File: src/rtl/packet_sender.sv
`default_nettype none
// ---------------------------------------------------------------------------
// packet_sender: serializes OUT tokens / DATA0 packets LSB-first with CRC.
// Optional macro PKT_SENDER_CRC_INJECT_EN adds crc_inject.   Rev 1.0
// ---------------------------------------------------------------------------
module packet_sender #(
  parameter int PAYLOAD_BITS = 64
) (
  input  logic                    clock,
  input  logic                    reset,
  input  logic                    send_OUT,
  input  logic                    send_DATA0,
  input  logic [6:0]              addr,
  input  logic [3:0]              endp,
  input  logic [PAYLOAD_BITS-1:0] data,
`ifdef PKT_SENDER_CRC_INJECT_EN
  input  logic                    crc_inject,
`endif
  output logic                    bit_out,
  output logic                    bit_valid,
  input  logic                    bit_ready,
  output logic                    pkt_start,
  output logic                    pkt_end,
  output logic                    sent,
  output logic                    busy,
  output logic                    req_err
);

  // Body shifter must also hold the 11-bit token body when the payload is narrow.
  localparam int         BODY_W          = (PAYLOAD_BITS > 11) ? PAYLOAD_BITS : 11;
  localparam logic [7:0] TOKEN_BODY_LAST = 8'd10;
  localparam logic [7:0] DATA_BODY_LAST  = 8'(PAYLOAD_BITS - 1);

  typedef enum logic [2:0] {S_IDLE, S_PID, S_BODY, S_CRC, S_DONE} state_t;

  state_t            state_q, state_d;
  logic [7:0]        cnt_q, cnt_d;
  logic [7:0]        pid_q, pid_d;
  logic [BODY_W-1:0] body_q, body_d;
  logic [15:0]       crc_q, crc_d;
  logic              is_data_q, is_data_d;
  logic              inject_q, inject_d;
  logic              req_err_q, req_err_d;

  logic              req, adv, crc_fb, crc_bit;
  logic [7:0]        body_last, crc_last;

  always_comb begin
    state_d   = state_q;
    cnt_d     = cnt_q;
    pid_d     = pid_q;
    body_d    = body_q;
    crc_d     = crc_q;
    is_data_d = is_data_q;
    inject_d  = inject_q;
    req_err_d = 1'b0;
    bit_out   = 1'b0;
    pkt_start = 1'b0;
    pkt_end   = 1'b0;

    req       = send_OUT | send_DATA0;
    bit_valid = (state_q == S_PID) || (state_q == S_BODY) || (state_q == S_CRC);
    adv       = bit_valid & bit_ready;
    body_last = is_data_q ? DATA_BODY_LAST : TOKEN_BODY_LAST;
    crc_last  = is_data_q ? 8'd15 : 8'd4;
    crc_fb    = body_q[0] ^ (is_data_q ? crc_q[15] : crc_q[4]);
    crc_bit   = is_data_q ? ~crc_q[15] : ~crc_q[4];

    case (state_q)
      S_IDLE, S_DONE: begin
        state_d = S_IDLE;
        if (req) begin
          // OUT wins a simultaneous request; the DATA0 half is reported as dropped.
          state_d   = S_PID;
          is_data_d = ~send_OUT;
          pid_d     = send_OUT ? 8'hE1 : 8'hC3;
          body_d    = send_OUT ? BODY_W'({endp, addr}) : BODY_W'(data);
          crc_d     = 16'hFFFF;
          req_err_d = send_OUT & send_DATA0;
`ifdef PKT_SENDER_CRC_INJECT_EN
          inject_d  = crc_inject;
`else
          inject_d  = 1'b0;
`endif
        end
      end
      S_PID: begin
        bit_out   = pid_q[0];
        pkt_start = (cnt_q == 8'd0);
        req_err_d = req;
        if (adv) begin
          pid_d = {1'b0, pid_q[7:1]};
          if (cnt_q == 8'd7) state_d = S_BODY;
        end
      end
      S_BODY: begin
        bit_out   = body_q[0];
        req_err_d = req;
        if (adv) begin
          body_d = {1'b0, body_q[BODY_W-1:1]};
          if (is_data_q) crc_d = {crc_q[14:0], 1'b0} ^ (crc_fb ? 16'h8005 : 16'h0000);
          else           crc_d = {11'd0, crc_q[3:0], 1'b0} ^ (crc_fb ? 16'h0005 : 16'h0000);
          if (cnt_q == body_last) state_d = S_CRC;
        end
      end
      S_CRC: begin
        pkt_end   = (cnt_q == crc_last);
        bit_out   = pkt_end ? (crc_bit ^ inject_q) : crc_bit;
        req_err_d = req;
        if (adv) begin
          // Remainder goes out MSB first, so shift the register toward its MSB.
          crc_d = {crc_q[14:0], 1'b0};
          if (pkt_end) state_d = S_DONE;
        end
      end
      default: state_d = S_IDLE;
    endcase

    if (state_d != state_q) cnt_d = 8'd0;
    else if (adv)           cnt_d = cnt_q + 8'd1;

    sent    = (state_q == S_DONE);
    busy    = (state_q != S_IDLE);
    req_err = req_err_q;
  end

  always_ff @(posedge clock) begin
    if (reset) begin
      state_q   <= S_IDLE;
      cnt_q     <= 8'd0;
      pid_q     <= 8'd0;
      body_q    <= '0;
      crc_q     <= 16'd0;
      is_data_q <= 1'b0;
      inject_q  <= 1'b0;
      req_err_q <= 1'b0;
    end else begin
      state_q   <= state_d;
      cnt_q     <= cnt_d;
      pid_q     <= pid_d;
      body_q    <= body_d;
      crc_q     <= crc_d;
      is_data_q <= is_data_d;
      inject_q  <= inject_d;
      req_err_q <= req_err_d;
    end
  end

endmodule
`default_nettype wire

File: config.mk
export PLATFORM = sky130hd
export DESIGN_NAME = packet_sender
export DESIGN_NICKNAME = d
export VERILOG_FILES = /design/src/rtl/packet_sender.sv
export SDC_FILE = /design/constraint.sdc
export NUM_CORES = 1
export LEC_CHECK = 0
export ABC_AREA = 1
export CORE_MARGIN = 2
export CORE_UTILIZATION = 47
export DETAILED_ROUTE_END_ITERATION = 7
export PLACE_DENSITY = 0.76
export REMOVE_ABC_BUFFERS = 1
export SLEW_MARGIN = 20
export SYNTH_ARGS = -nofsm -noshare
export SYNTH_HDL_FRONTEND = slang
export SYNTH_SLANG_ARGS = --single-unit
File: constraint.sdc
create_clock -name clock -period 1.5 [get_ports clock]
set_input_delay 0.3 -clock clock [delete_from_list [all_inputs] [get_ports clock]]
set_output_delay 0.3 -clock clock [all_outputs]
set_load 0.02 [all_outputs]
==> results of run 1 <==
==> layer usage <==
layer	wire length, microns	GRT usage
met2	7280	0.411
met4	233	0.0781
met1	5960	0.286
met5	0	0
met3	619	0.0449
==> kinds of logic after synthesis <==
kind of cell | share of synthesized area
flops | 0.424
xor+xnor | 0.0147
fa+ha+maj | 0.00524
simple gates | 0.188
compound gates | 0.259
buf+inv | 0.110
==> worst max-delay path, cell delays in order (launching register included) <==
cell and delay [ns]:
dfxtp_2 0.36, nor2_4 0.15, nand3_1 0.12, nor2_2 0.22
nand2_1 0.10, nor2_1 0.10, buf_4 0.15
==> registers in the layout (all words and copies together), names as in the netlist <==
name	count
state_q	3
cnt_q	8
is_data_q	1
req_err	1
pid_q	8
crc_q	16
body_q	64
==> power groups by stage <==
stage               registers [W]  clock network, W  logic, W
floorplan                 0.00306                 0  0.000636
global placement          0.00307                 0   0.00116
detailed placement        0.00307                 0   0.00120
CTS                       0.00302           0.00166   0.00146
global route              0.00306           0.00179   0.00185
finish                    0.00303           0.00165   0.00171
==> repair_timing <==
item / 4_1_cts / 5_1_grt
pin swaps: 29 / 17
buffers inserted: 14 / 11
gates cloned: 4 / 5
resized for setup: 137 / 91
setup endpoints to repair: 104 / 103
==> stage by stage <==
stage	util	total power (W)	hold slack [ns]	TNS (ns)	area (sq um)
after detailed placement	0.631	0.00427	0.438	-45.19	6190
after global routing	0.730	0.00670	0.474	-30.68	7170
after CTS	0.691	0.00614	0.453	-16.81	6790
after global placement	0.631	0.00423	0.432	-41.44	6190
final	0.730	0.00639	0.453	-23.43	7170
after floorplan	-	0.00369	0.369	-212.58	4590
==> cell type report <==
type,count,area (sq um)
clock buffer,10,128
clock inverter,6,52.6
fill,755,2650
inverter,90,340
multi-input combinational,473,2570
sequential,101,2040
tap,133,166
timing repair buffer,179,1870
==> placed cells by master (no fill, tap or decap), types with 25 or more instances in the layout <==
cell type,n
inv_1,80
o21ai_0,85
a21oi_2,25
buf_4,65
dfxtp_1,94
nand2_1,139
o21ai_1,46
a21oi_1,60
clkdlybuf4s50_1,79
nor2_1,33
==> worst max path at each step <==
| stage | startpoint | to | slack [ns] | cells after the start |
|---|---|---|---|---|
| 6_report | cnt_q[4] | pkt_end | -0.36 | 6 |
| 5_1_grt | state_q[1] | cnt_q[3] | -0.48 | 10 |
| 4_1_cts | state_q[0] | bit_out | -0.23 | 5 |
| 3_5_place_dp | send_OUT | body_q[58] | -0.50 | 8 |
| 3_3_place_gp | send_OUT | body_q[52] | -0.44 | 8 |
| 2_1_floorplan | state_q[2] | crc_q[2] | -3.26 | 7 |
==> results.sh, run 1 <==
export IMPL_antenna_found_initial=0
export IMPL_worstReg2RegStart="state_q[2]"
export IMPL_viasPerCell=5.26
export IMPL_fp_dieArea_sq_um=11000
export IMPL_place_gp_congestion=0.853
export IMPL_maxCapViolations=0
export IMPL_place_inst=949
export IMPL_num_antenna_cells=0
export IMPL_min_to="body_q[30]"
export IMPL_synth_ff_type="dfxtp_1"
export IMPL_final_nets=936
export IMPL_switchingPower_w=0.00199
export IMPL_dr_pass1_iters=4
export IMPL_rsz0062_at_grt="yes"
export IMPL_htreeDepth=3
export IMPL_stdcell_count=992
export IMPL_p_comb_frac=0.268
export IMPL_clock_sinks=101
export IMPL_finalCritPeriodShare=1.24
export IMPL_synth_seq_area_share=0.424
export IMPL_path_class="reg -> out"
export IMPL_synth_edff_count=0
export IMPL_place_hpwl_mm=8.02
export IMPL_synthDominantCellAreaShare=0.424
export IMPL_synth_cells=706
export IMPL_clk_pin_slew_worst_paths_ns=0.10
export IMPL_pre_cts_slack_ns=-0.505
export IMPL_post_route_min_period_ns=1.86
export IMPL_p_clk_frac=0.258
export IMPL_clock_latency_ns=0.37
export IMPL_synthArstFlopShare=0
export IMPL_cts_made_buffers=9
export IMPL_fp_dieH_microns=105
export IMPL_violations="setup timing"
export IMPL_dr_first_iter_drc_count=262
export IMPL_layout_setup_ws_ns=-0.358
export IMPL_coreArea_sq_um=9820
export IMPL_hold_depth=2
export IMPL_areaGrowthSynthToFinish_pct=50.2
export IMPL_slew_headroom=0.761
export IMPL_yosys_top_cells_area="dfxtp_1 42%, o21ai_0 15%, nand2_1 12%"
export IMPL_critPathArrivalTime_ns=1.56
export IMPL_p_int_w=0.00440
export IMPL_portBuffers=86
export IMPL_required_ns=1.20
export IMPL_synth_warnings=0
export IMPL_root_buffer="clkbuf_8"
export IMPL_grt_pass1_wl_mm=21.5
export IMPL_p_leak_nw=2.98
export IMPL_ir_drop_mv=0.667
export IMPL_grt_usage=0.234
export IMPL_finClkSkew_ns=0.0148
export IMPL_rrSetupSlack_ns=-0.34
export IMPL_setup_violations_final=97
export IMPL_critPathCaptureType="output port"
export IMPL_hold_viol_final=0
export IMPL_yosysMostFrequentCell="nand2_1"
export IMPL_crit_fanout=4
export IMPL_yosysTopAreaCell="dfxtp_1"
export IMPL_grt_max_degree=53
export IMPL_drc_errors=0
export IMPL_seqPwrFrac=0.474
export IMPL_drive_gt1_frac=0.250
export IMPL_wire_per_inst_microns=14.2
export IMPL_synth_area_per_cell_sq_um=6.76
export IMPL_netlist_area_sq_um=4770
export IMPL_grt_pass1_vias=4827
export IMPL_rr_worst_depth=12
export IMPL_initial_core_util=0.486
export IMPL_final_antenna_net_count=0
export IMPL_tightest_slew_ns=0.355
export IMPL_globalRouteOverflowTotal=0
export IMPL_p_sw_frac=0.311
export IMPL_drv_slew=0
export IMPL_status="complete, but fails checks"
export IMPL_holdCritPathClass="reg -> reg"
export IMPL_num_rows=36
export IMPL_ys_ff_latch=101
export IMPL_cts_tree="yes"
export IMPL_synth_distinct_cells=28
export IMPL_synth_cells_most_frequent="148 x nand2_1, 140 x o21ai_0, 101 x dfxtp_1, 85 x a21oi_1, 85 x inv_1"
export IMPL_pin_count=87
export IMPL_die_w_microns=105
export IMPL_routed_wl_mm=14.1
export IMPL_max_freq_ghz=0.538
export IMPL_power_density_nw_per_um2=892
export IMPL_startpoint_type="flip-flop"
export IMPL_holdBufCountCts=0
export IMPL_hp_start="body_q[30]"
export IMPL_vias=5214
export IMPL_clock_path_buffers=2
export IMPL_reg2reg_to="body_q[4]"
Power figures use the tool's default switching activity.
==> inputs of run 2 (changes only) <==
CORE_ASPECT_RATIO = 1.25   (was not set)
==> run 2 against run 1 <==
Effect of this change:
- the flow still finishes with violations (setup timing)
- final area up 7.5%
- die area about the same
- global-route usage up 5.6 points
- register-to-register slack better by 0.04 ns
- sequential power about the same
- critical path depth down 1
- worst setup slack better by 0.061 ns
- first-iteration DRC count up 37%
- clock skew down 0.0049 ns
- critical path type unchanged
- critical endpoint is now bit_out
==> results.sh, run 2 (synthesized netlist as in run 1, its figures left out) <==
export IMPL_status="complete, but fails checks"
export IMPL_violations="setup timing"
export IMPL_fp_dieArea_sq_um=11000
export IMPL_p_leak_nw=3.20
export IMPL_drc_errors=0
export IMPL_wl_met3_mm=1.03
export IMPL_viasPerCell=5.55
export IMPL_place_gp_congestion=0.897
export IMPL_num_rows=41
export IMPL_portBuffers=86
export IMPL_htreeDepth=3
export IMPL_final_antenna_net_count=0
export IMPL_finClkSkew_ns=0.00986
export IMPL_cp_depth=5
export IMPL_hold_depth=2
export IMPL_critPathArrivalTime_ns=1.50
export IMPL_highest_layer="met4"
export IMPL_startpoint_type="flip-flop"
export IMPL_antenna_found_initial=0
export IMPL_finalCritPeriodShare=1.20
export IMPL_power_density_nw_per_um2=960
export IMPL_wl_met2_mm=8.82
export IMPL_clk_pin_slew_worst_paths_ns=0.07
export IMPL_die_w_microns=94.1
export IMPL_place_hpwl_mm=8.51
export IMPL_drive_gt1_frac=0.316
export IMPL_post_route_min_period_ns=1.80
export IMPL_max_freq_ghz=0.556
export IMPL_pin_count=87
export IMPL_dr_pass1_iters=5
export IMPL_grt_pass1_wl_mm=25.3
export IMPL_top_regs="body_q: 64 flops, crc_q: 16 flops"
export IMPL_rsz0062_at_grt="yes"
export IMPL_wire_per_inst_microns=16.3
export IMPL_slew_headroom=0.779
export IMPL_mostFrequentLayoutCell="nand2_1"
export IMPL_setup_violations_final=97
export IMPL_worstReg2RegStart="state_q[0]"
export IMPL_clock_sinks=101
export IMPL_areaGrowthSynthToFinish_pct=61.5
export IMPL_cts_tree="yes"
export IMPL_dr_first_iter_drc_count=359
export IMPL_hold_viol_final=0
export IMPL_finalInstanceArea_sq_um=7710
export IMPL_layout_setup_ws_ns=-0.297
export IMPL_grt_pass1_vias=5593
export IMPL_num_antenna_cells=0
export IMPL_globalRouteOverflowTotal=0
export IMPL_maxCapViolations=0
export IMPL_drv_slew=0
export IMPL_hp_start="body_q[22]"
export IMPL_slowest_stage="dfxtp_4"
export IMPL_ir_drop_mv=0.581
export IMPL_cts_made_buffers=9
export IMPL_cp_cell_sequence="inv_4 > nor3_4 > nand2_1 > o211ai_1 > buf_4"
export IMPL_grt_usage=0.290
export IMPL_clock_latency_ns=0.35
export IMPL_routed_wl_mm=16.5
export IMPL_rrSetupSlack_ns=-0.30
export IMPL_fp_dieH_microns=117
export IMPL_regMostFlops="body_q"
export IMPL_rr_worst_depth=11
export IMPL_most_common_layout_cells="133 x nand2_1, 91 x dfxtp_1, 80 x inv_1"
export IMPL_holdBufCountCts=0
export IMPL_clock_path_buffers=2
export IMPL_wirelength_met1_mm=6.11
export IMPL_final_nets=958
export IMPL_slowest_delay_ns=0.37
export IMPL_root_buffer="clkbuf_16"
export IMPL_required_ns=1.20
export IMPL_coreArea_sq_um=10000
export IMPL_grt_max_degree=51
export IMPL_critPathCaptureType="output port"
export IMPL_crit_fanout=4
export IMPL_vias=5609
export IMPL_power_w=0.00739
export IMPL_reg2reg_to="body_q[28]"
export IMPL_path_class="reg -> out"
export IMPL_dpl_cell_area_sq_um=6280
export IMPL_cp_buffers_inverters=2
export IMPL_holdCritPathClass="reg -> reg"
export IMPL_critPathTopFamily="flip-flops"
export IMPL_tightest_slew_ns=0.328
export IMPL_initial_core_util=0.477
export IMPL_worstSetupEndpoint="bit_out"
export IMPL_largest_register_ff_count=64
export IMPL_crit_start="state_q[0]"
-- run 2: tightest hold or removal path, delay by kind of cell (launching register included) --
kind                   cells  cell delay (ns)
flip-flops                 1             0.30
AO/OA/AOI/OAI              1             0.05
buffers and inverters      1             0.06
-- run 2: repair_timing --
item / CTS / global route
gates resized for setup: 237 / 71
pin swaps: 34 / 34
setup buffers: 18 / 11
setup endpoints to repair: 105 / 105
gates cloned: 11 / 1
-- run 2: power by group --
group | total, W | internal [W] | switching, W
logic | 0.00196 | 0.000951 | 0.00101
clock network | 0.00240 | 0.00132 | 0.00108
registers | 0.00304 | 0.00293 | 0.000108
total | 0.00739 | 0.00520 | 0.00220
-- run 2: layout make-up --
cell class / instances / area [sq um]
inverters: 90 / 350
clock inverters: 7 / 80.1
fillers: 611 / 2300
repair buffers: 200 / 2080
well taps: 129 / 161
flip-flops and latches: 101 / 2040
clock buffers: 9 / 225
multi-input cells: 473 / 2750
repair inverters: 1 / 16.3
-- run 2: per-stage QoR --
step | instances | setup TNS, ns | util | hold WS, ns | worst slack [ns]
2_1_floorplan | 664 | -212.58 | - | 0.369 | -3.26
3_3_place_gp | 958 | -40.93 | 0.628 | 0.432 | -0.469
3_5_place_dp | 958 | -44.72 | 0.628 | 0.441 | -0.527
4_1_cts | 1002 | -14.07 | 0.743 | 0.448 | -0.218
5_1_grt | 1010 | -25.82 | 0.770 | 0.474 | -0.352
6_report | 1010 | -18.64 | 0.770 | 0.452 | -0.297
-- run 2: worst min-delay path by stage --
stage	to	slack [ns]
after floorplan	pid_q[0]	0.37
final	body_q[22]	0.45
after detailed placement	body_q[43]	0.44
after CTS	body_q[11]	0.45
after global routing	body_q[45]	0.47
after global placement	body_q[22]	0.43
-- run 2: layer usage --
metal	track usage	vias to the layer above
met5	0	-
met4	0.121	0
met3	0.0503	57
met2	0.547	253
met1	0.318	2679
li1	-	2620
